File: config.mk
export PLATFORM = sky130hd
export DESIGN_NAME = simon_key_schedule_serial_flat
export DESIGN_NICKNAME = d
export VERILOG_FILES = /design/src/rtl/simon_key_schedule_serial_if.sv /design/src/rtl/simon_key_schedule_serial.sv /design/src/flat_wrapper.sv
export SDC_FILE = /design/constraint.sdc
export NUM_CORES = 1
export LEC_CHECK = 0
export BUFFER_PORTS_ARGS = -buffer_cell sky130_fd_sc_hd__buf_2
export CAP_MARGIN = 25
export CORE_UTILIZATION = 50
export DETAILED_ROUTE_END_ITERATION = 8
export GPL_TIMING_DRIVEN = 1
export PLACE_DENSITY = 0.66
export REMOVE_ABC_BUFFERS = 1
export SLEW_MARGIN = 20
export SYNTH_ARGS = -nofsm -noshare
export SYNTH_HDL_FRONTEND = slang
export SYNTH_SLANG_ARGS = --single-unit
File: constraint.sdc
create_clock -name clk -period 16.6 [get_ports clk]
set_input_delay 1.66 -clock clk [delete_from_list [all_inputs] [get_ports clk]]
set_output_delay 1.66 -clock clk [all_outputs]
set_load 0.02 [all_outputs]
File: src/rtl/simon_key_schedule_serial_if.sv
// Control and serial key-stream signals between the Simon datapath/host and
// the bit-serial key schedule.
interface simon_key_schedule_serial_if;
  logic       load;
  logic       data_in;
  logic       stall;
  logic       key_out;
  logic       key_valid;
  logic       key_first;
  logic [6:0] round_idx;
  logic       round_odd;
  logic       busy;
  logic       done;

  modport master (
    output load, data_in, stall,
    input  key_out, key_valid, key_first, round_idx, round_odd, busy, done
  );

  modport slave (
    input  load, data_in, stall,
    output key_out, key_valid, key_first, round_idx, round_odd, busy, done
  );
endinterface

File: src/rtl/simon_key_schedule_serial.sv
// Bit-serial Simon key expansion: serial master-key load, then one round-key
// bit per non-stalled cycle while the next key word is formed alongside.
module simon_key_schedule_serial #(
  parameter int WORD_SIZE = 64,
  parameter int KEY_WORDS = 2,
  parameter int ROUNDS    = 68,
  parameter int Z_INDEX   = 2
) (
  input logic                        clk,
  input logic                        rst_n,
  simon_key_schedule_serial_if.slave bus
);
  localparam int N  = WORD_SIZE;
  localparam int M  = KEY_WORDS;
  localparam int KW = M * N;

  localparam logic [61:0] Z0 = 62'b11111010001001010110000111001101111101000100101011000011100110;
  localparam logic [61:0] Z1 = 62'b10001110111110010011000010110101000111011111001001100001011010;
  localparam logic [61:0] Z2 = 62'b10101111011100000011010010011000101000010001111110010110110011;
  localparam logic [61:0] Z3 = 62'b11011011101011000110010111100000010010001010011100110100001111;
  localparam logic [61:0] Z4 = 62'b11010001111001101011011000100000010111000011001010010011101111;

  typedef enum logic [1:0] {
    ST_IDLE = 2'd0,
    ST_LOAD = 2'd1,
    ST_RUN  = 2'd2,
    ST_DONE = 2'd3
  } state_t;

  state_t          r_state;
  state_t          w_next_state;
  logic [5:0]      r_bit_cnt;
  logic [1:0]      r_word_cnt;
  logic [6:0]      r_round;
  logic [KW-1:0]   r_key;

  logic w_step;
  logic w_last_bit;
  logic w_last_word;
  logic w_last_round;
  logic w_t3;
  logic w_t4;
  logic w_k1;
  logic w_const;
  logic w_new_bit;

  // Sequence characters are written leftmost-first, so character j is bit 61-j.
  function automatic logic z_bit(input logic [6:0] idx);
    logic [6:0]  j;
    logic [61:0] seq;
    int unsigned pos;
    j = (idx >= 7'd62) ? (idx - 7'd62) : idx;
    case (Z_INDEX)
      0:       seq = Z0;
      1:       seq = Z1;
      2:       seq = Z2;
      3:       seq = Z3;
      4:       seq = Z4;
      default: seq = Z0;
    endcase
    pos = 32'd61 - 32'(j);
    return seq[pos];
  endfunction

  assign w_step       = (r_state == ST_RUN) && !bus.stall && !bus.load;
  assign w_last_bit   = (r_bit_cnt == 6'(N - 1));
  assign w_last_word  = (r_word_cnt == 2'(M - 1));
  assign w_last_round = (r_round == 7'(ROUNDS - 1));

  // Window holds k(i)..k(i+m-1) with k(i) bit j at position 0; the wrapped
  // low bits of k(i+m-1) have slid one word down, hence the alternate taps.
  always_comb begin
    w_t3    = 1'b0;
    w_t4    = 1'b0;
    w_k1    = 1'b0;
    w_const = 1'b1;
    if (r_bit_cnt >= 6'(N - 3)) w_t3 = r_key[(M-2)*N + 3];
    else                        w_t3 = r_key[(M-1)*N + 3];
    if (r_bit_cnt >= 6'(N - 4)) w_t4 = r_key[(M-2)*N + 4];
    else                        w_t4 = r_key[(M-1)*N + 4];
    if (M == 4) begin
      if (w_last_bit) w_k1 = r_key[N] ^ r_key[1];
      else            w_k1 = r_key[N] ^ r_key[N + 1];
    end else begin
      w_k1 = 1'b0;
    end
    if (r_bit_cnt == 6'd0)      w_const = z_bit(r_round);
    else if (r_bit_cnt == 6'd1) w_const = 1'b0;
    else                        w_const = 1'b1;
    w_new_bit = w_const ^ r_key[0] ^ w_t3 ^ w_t4 ^ w_k1;
  end

  always_ff @(posedge clk or negedge rst_n) begin
    if (!rst_n) r_state <= ST_IDLE;
    else        r_state <= w_next_state;
  end

  always_comb begin
    w_next_state = r_state;
    if (bus.load) begin
      w_next_state = ST_LOAD;
    end else begin
      case (r_state)
        ST_IDLE: w_next_state = ST_IDLE;
        ST_LOAD: w_next_state = (w_last_bit && w_last_word) ? ST_RUN : ST_LOAD;
        ST_RUN:  w_next_state = (w_step && w_last_bit && w_last_round) ? ST_DONE : ST_RUN;
        ST_DONE: w_next_state = ST_DONE;
        default: w_next_state = ST_IDLE;
      endcase
    end
  end

  always_ff @(posedge clk or negedge rst_n) begin
    if (!rst_n) begin
      r_bit_cnt  <= 6'd0;
      r_word_cnt <= 2'd0;
      r_round    <= 7'd0;
    end else if (bus.load) begin
      r_bit_cnt  <= 6'd0;
      r_word_cnt <= 2'd0;
      r_round    <= 7'd0;
    end else if (r_state == ST_LOAD) begin
      if (w_last_bit) begin
        r_bit_cnt  <= 6'd0;
        r_word_cnt <= w_last_word ? 2'd0 : (r_word_cnt + 2'd1);
      end else begin
        r_bit_cnt  <= r_bit_cnt + 6'd1;
      end
    end else if (w_step) begin
      if (w_last_bit) begin
        r_bit_cnt <= 6'd0;
        r_round   <= w_last_round ? r_round : (r_round + 7'd1);
      end else begin
        r_bit_cnt <= r_bit_cnt + 6'd1;
      end
    end else begin
      r_bit_cnt  <= r_bit_cnt;
      r_word_cnt <= r_word_cnt;
      r_round    <= r_round;
    end
  end

  // Key storage is deliberately unreset: every run starts with a full reload.
  always_ff @(posedge clk) begin
    if (r_state == ST_LOAD && !bus.load) r_key <= {bus.data_in, r_key[KW-1:1]};
    else if (w_step)                     r_key <= {w_new_bit, r_key[KW-1:1]};
    else                                 r_key <= r_key;
  end

  assign bus.key_valid = w_step;
  assign bus.key_out   = w_step & r_key[0];
  assign bus.key_first = w_step & (r_bit_cnt == 6'd0);
  assign bus.round_idx = r_round;
  assign bus.round_odd = r_round[0];
  assign bus.busy      = (r_state == ST_LOAD) || (r_state == ST_RUN);
  assign bus.done      = (r_state == ST_DONE);
endmodule

File: src/flat_wrapper.sv
// flat-port wrapper written by rule: the top's interface ports become plain ports
module simon_key_schedule_serial_flat 
#(
  parameter int WORD_SIZE = 64,
  parameter int KEY_WORDS = 2,
  parameter int ROUNDS    = 68,
  parameter int Z_INDEX   = 2
)
  (clk, rst_n, bus_load, bus_data_in, bus_stall, bus_key_out, bus_key_valid, bus_key_first, bus_round_idx, bus_round_odd, bus_busy, bus_done);
  simon_key_schedule_serial_if bus_i ();
  input logic clk;
  input logic rst_n;
  input wire logic [$bits(bus_i.load)-1:0] bus_load;
  input wire logic [$bits(bus_i.data_in)-1:0] bus_data_in;
  input wire logic [$bits(bus_i.stall)-1:0] bus_stall;
  output wire logic [$bits(bus_i.key_out)-1:0] bus_key_out;
  output wire logic [$bits(bus_i.key_valid)-1:0] bus_key_valid;
  output wire logic [$bits(bus_i.key_first)-1:0] bus_key_first;
  output wire logic [$bits(bus_i.round_idx)-1:0] bus_round_idx;
  output wire logic [$bits(bus_i.round_odd)-1:0] bus_round_odd;
  output wire logic [$bits(bus_i.busy)-1:0] bus_busy;
  output wire logic [$bits(bus_i.done)-1:0] bus_done;
  assign bus_i.load = bus_load;
  assign bus_i.data_in = bus_data_in;
  assign bus_i.stall = bus_stall;
  assign bus_key_out = bus_i.key_out;
  assign bus_key_valid = bus_i.key_valid;
  assign bus_key_first = bus_i.key_first;
  assign bus_round_idx = bus_i.round_idx;
  assign bus_round_odd = bus_i.round_odd;
  assign bus_busy = bus_i.busy;
  assign bus_done = bus_i.done;
  simon_key_schedule_serial #(.WORD_SIZE(WORD_SIZE), .KEY_WORDS(KEY_WORDS), .ROUNDS(ROUNDS), .Z_INDEX(Z_INDEX)) u_core (.clk(clk), .rst_n(rst_n), .bus(bus_i));
endmodule
==> impl_metrics.json <==
{
  "outcome": "finished clean",
  "cts_root_buffer": "clkbuf_8",
  "syn_avg_cell_area_um2": 16.88,
  "cp_slowest_cell": "nor2_1",
  "worstPathArrival_ns": 2.62,
  "synth_fa_ha_area_frac": 0.03157,
  "row_count": 37,
  "critPathCaptureType": "output port",
  "tightestPinTransition_ns": 0.8882,
  "clk_transition_reported_paths_ns": 0.06,
  "drt_iter0_markers": 254,
  "synth_flop_cell": "edfxtp_1",
  "grt_pass1_wl_um": 13260,
  "core-area_um2": 10460,
  "numCtsBuffers": 17,
  "die_h_um": 106.6,
  "ant_nets": 0,
  "drive_above_1_share": 0.1667,
  "fin_setup_tns_ns": 0,
  "min_period_ns": 4.277,
  "wl_met2_um": 3550,
  "yosysSeqAreaShare": 0.7806,
  "io_buffers": 17,
  "utilization": 0.5956,
  "grt_use_total": 0.1608,
  "drc": 0,
  "critical_path_class": "input port to output port",
  "synthXorXnorAreaFrac": 0.02562,
  "worst_setup_path_start_kind": "input port",
  "wl_met3_um": 260,
  "layout.nets": 371,
  "power.density_nw_per_um2": 130.9,
  "hold_depth": 0,
  "path_max_fanout": 4,
  "die_w_um": 106.6,
  "top_layer": "met4",
  "synth_warnings": 0,
  "yosys.area.top_type": "edfxtp_1",
  "ys_top_cells_by_area": "edfxtp_1, dfrtp_1, ha_1, nor2_1, xnor2_1",
  "clk_latency_ns": 0.52,
  "postCtsHoldBufs": 0,
  "antenna_cells": 0,
  "synth_cell_type_count": 55,
  "drv_cap": 0,
  "yosys.area_share.simple": 0.08145,
  "worst_slack_ns": 12.32,
  "synth-edff-count": 128,
  "dp_hpwl_um": 4602,
  "synth_area_um2": 5469,
  "cp.required_ns": 14.94,
  "clock_skew_ns": 0.007415,
  "power.leakage_uw": 0.002271,
  "synth-compound-area-share": 0.05216,
  "design_area_um2": 6231,
  "antenna_found_initial": 0,
  "die-area_um2": 11360,
  "r2r_end": "u_core.r_key[127]",
  "slew_headroom": 0.4079,
  "drv_slew": 0,
  "netlist.area_leader.share": 0.7028,
  "synth.most_common_cell": "edfxtp_1",
  "htreeDepth": 4,
  "met1_length_um": 4204,
  "cp_common_cell": "buf_2",
  "ys_seq_elements": 145,
  "seqCellArea_um2": 4269,
  "holdCritStartpoint": "u_core.r_key[126]",
  "period_share": 0.2577,
  "cts_setup_buffers": 0,
  "async_flop_share": 0.1172,
  "fmax_mhz": 233.8,
  "synth_top_family_by_area": "simple AND/OR/NAND/NOR gates",
  "drt-total-wl_um": 8203,
  "gp_congestion": 0.7945,
  "wl_per_cell_um": 16.34,
  "peakVddDrop_v": 0.00009060,
  "r2r-start": "u_core.bus.round_idx[1]",
  "syn_to_final_growth_pct": 13.93,
  "rsz0062_at_grt": "no",
  "synth_cells": 324,
  "reg2reg_slack_ns": 13.14,
  "ctsLongestPathBuffers": 2,
  "hold_viol": 0,
  "pre_cts_ws_ns": 12.34,
  "initial_core_util": 0.5227,
  "postPlaceCellArea_um2": 5692,
  "grt_max_degree": 77,
  "cts_tree": "yes",
  "grt_pass1_vias": 2581,
  "grt_overflow": 0,
  "vias": 2673,
  "hold_path.class": "flip-flop to flip-flop",
  "vias_per_cell": 5.325,
  "setup_viol": 0,
  "min_to": "u_core.r_key[125]",
  "p_total_uw": 815.7,
  "fill_cells": 789,
  "ff2ff_path_depth": 12,
  "crit_path_max_incr_delay_ns": 0.25,
  "synthMuxAreaShare": 0.01098,
  "ys_top_cells_by_count": "edfxtp_1, nor2_1, dfrtp_1",
  "cts_resized": 0,
  "ios": 18,
  "dr.pass1.iters": 4,
  "cp_cell_sequence": "buf_2, nand2b_1, nor2_1, and3_1, buf_2",
  "multi_input_area_um2": 1115,
  "clock_sinks": 145
}
[placed cells by master (no fill, tap or decap), types with 2 or more instances in the layout]
cell type   instances
mux2i_1             6
clkinvlp_4          5
nor2_1             25
xnor2_1             9
clkbuf_16          16
buf_2              17
and3_1              2
buf_4               2
or3_1               2
xor2_1              7
nand2_1            15
and2_1              2
a21oi_1             9
ha_1               13
a211o_1             2
clkinv_4            3
nor3_1              4
edfxtp_1          128
nand4_1             3
nand2b_1            2
inv_8               2
inv_1              10
nand3_1            11
inv_6               4
a311oi_1            2
dfrtp_1            17
o21ai_0             9
nor2b_1             4
a211oi_1            3
[power by group]
group	switching (uW)	leakage, uW	internal, uW
clock	151	0.000249	188
sequential	11.2	0.00147	438
combinational	20.9	0.000552	6.79
[metal layers]
metal / track usage / vias to the layer above
met5: 0 / -
met4: 0.09589 / 0
met3: 0.04012 / 15
met2: 0.2175 / 46
met1: 0.2354 / 1331
li1: - / 1281
[area by class of cell]
class,count,share of cell area
clock buffer,18,0.06707
clock inverter,14,0.01948
inverter,10,0.006024
multi-input combinational,160,0.1789
sequential,145,0.6851
tap,136,0.02731
timing repair buffer,19,0.01606
[worst max-delay path: cells and delay by family]
family / cells / cell delay [ns]
and+or+nand+nor: 3 / 0.70
buffers and inverters: 2 / 0.26
[worst max-delay path by stage]
stage	start	endpoint	slack [ns]
floorplan	bus_stall	u_core.r_bit_cnt[0]	7.77
global placement	bus_stall	bus_key_first	12.43
detailed placement	bus_stall	bus_key_first	12.34
CTS	bus_stall	bus_key_first	12.28
global route	bus_stall	bus_key_first	12.24
finish	bus_stall	bus_key_first	12.32
[kinds of logic (layout without fill, tap and decap cells)]
kind of cell    count (synthesis)  count (layout)
flops                         145             145
simple gates                   83              83
compound gates                 41              41
buf+inv                        19              61
xor+xnor                       16              16
fa+ha+maj                      14              14
mux                             6               6
[flip-flops by register name, indices dropped and copies added, names as in the netlist]
name / count
u_core.r_key: 128
u_core.bus.round_idx: 7
u_core.r_bit_cnt: 6
u_core.r_state: 2
u_core.r_word_cnt: 2
[stage by stage]
step | instances | hold slack [ns]
finish | 502 | 0.4150
global route | 502 | 0.4233
CTS | 502 | 0.4143
detailed placement | 470 | 0.4045
global placement | 470 | 0.4011
floorplan | 315 | 0.4003
No activity file was read; power rests on OpenSTA's default activity.
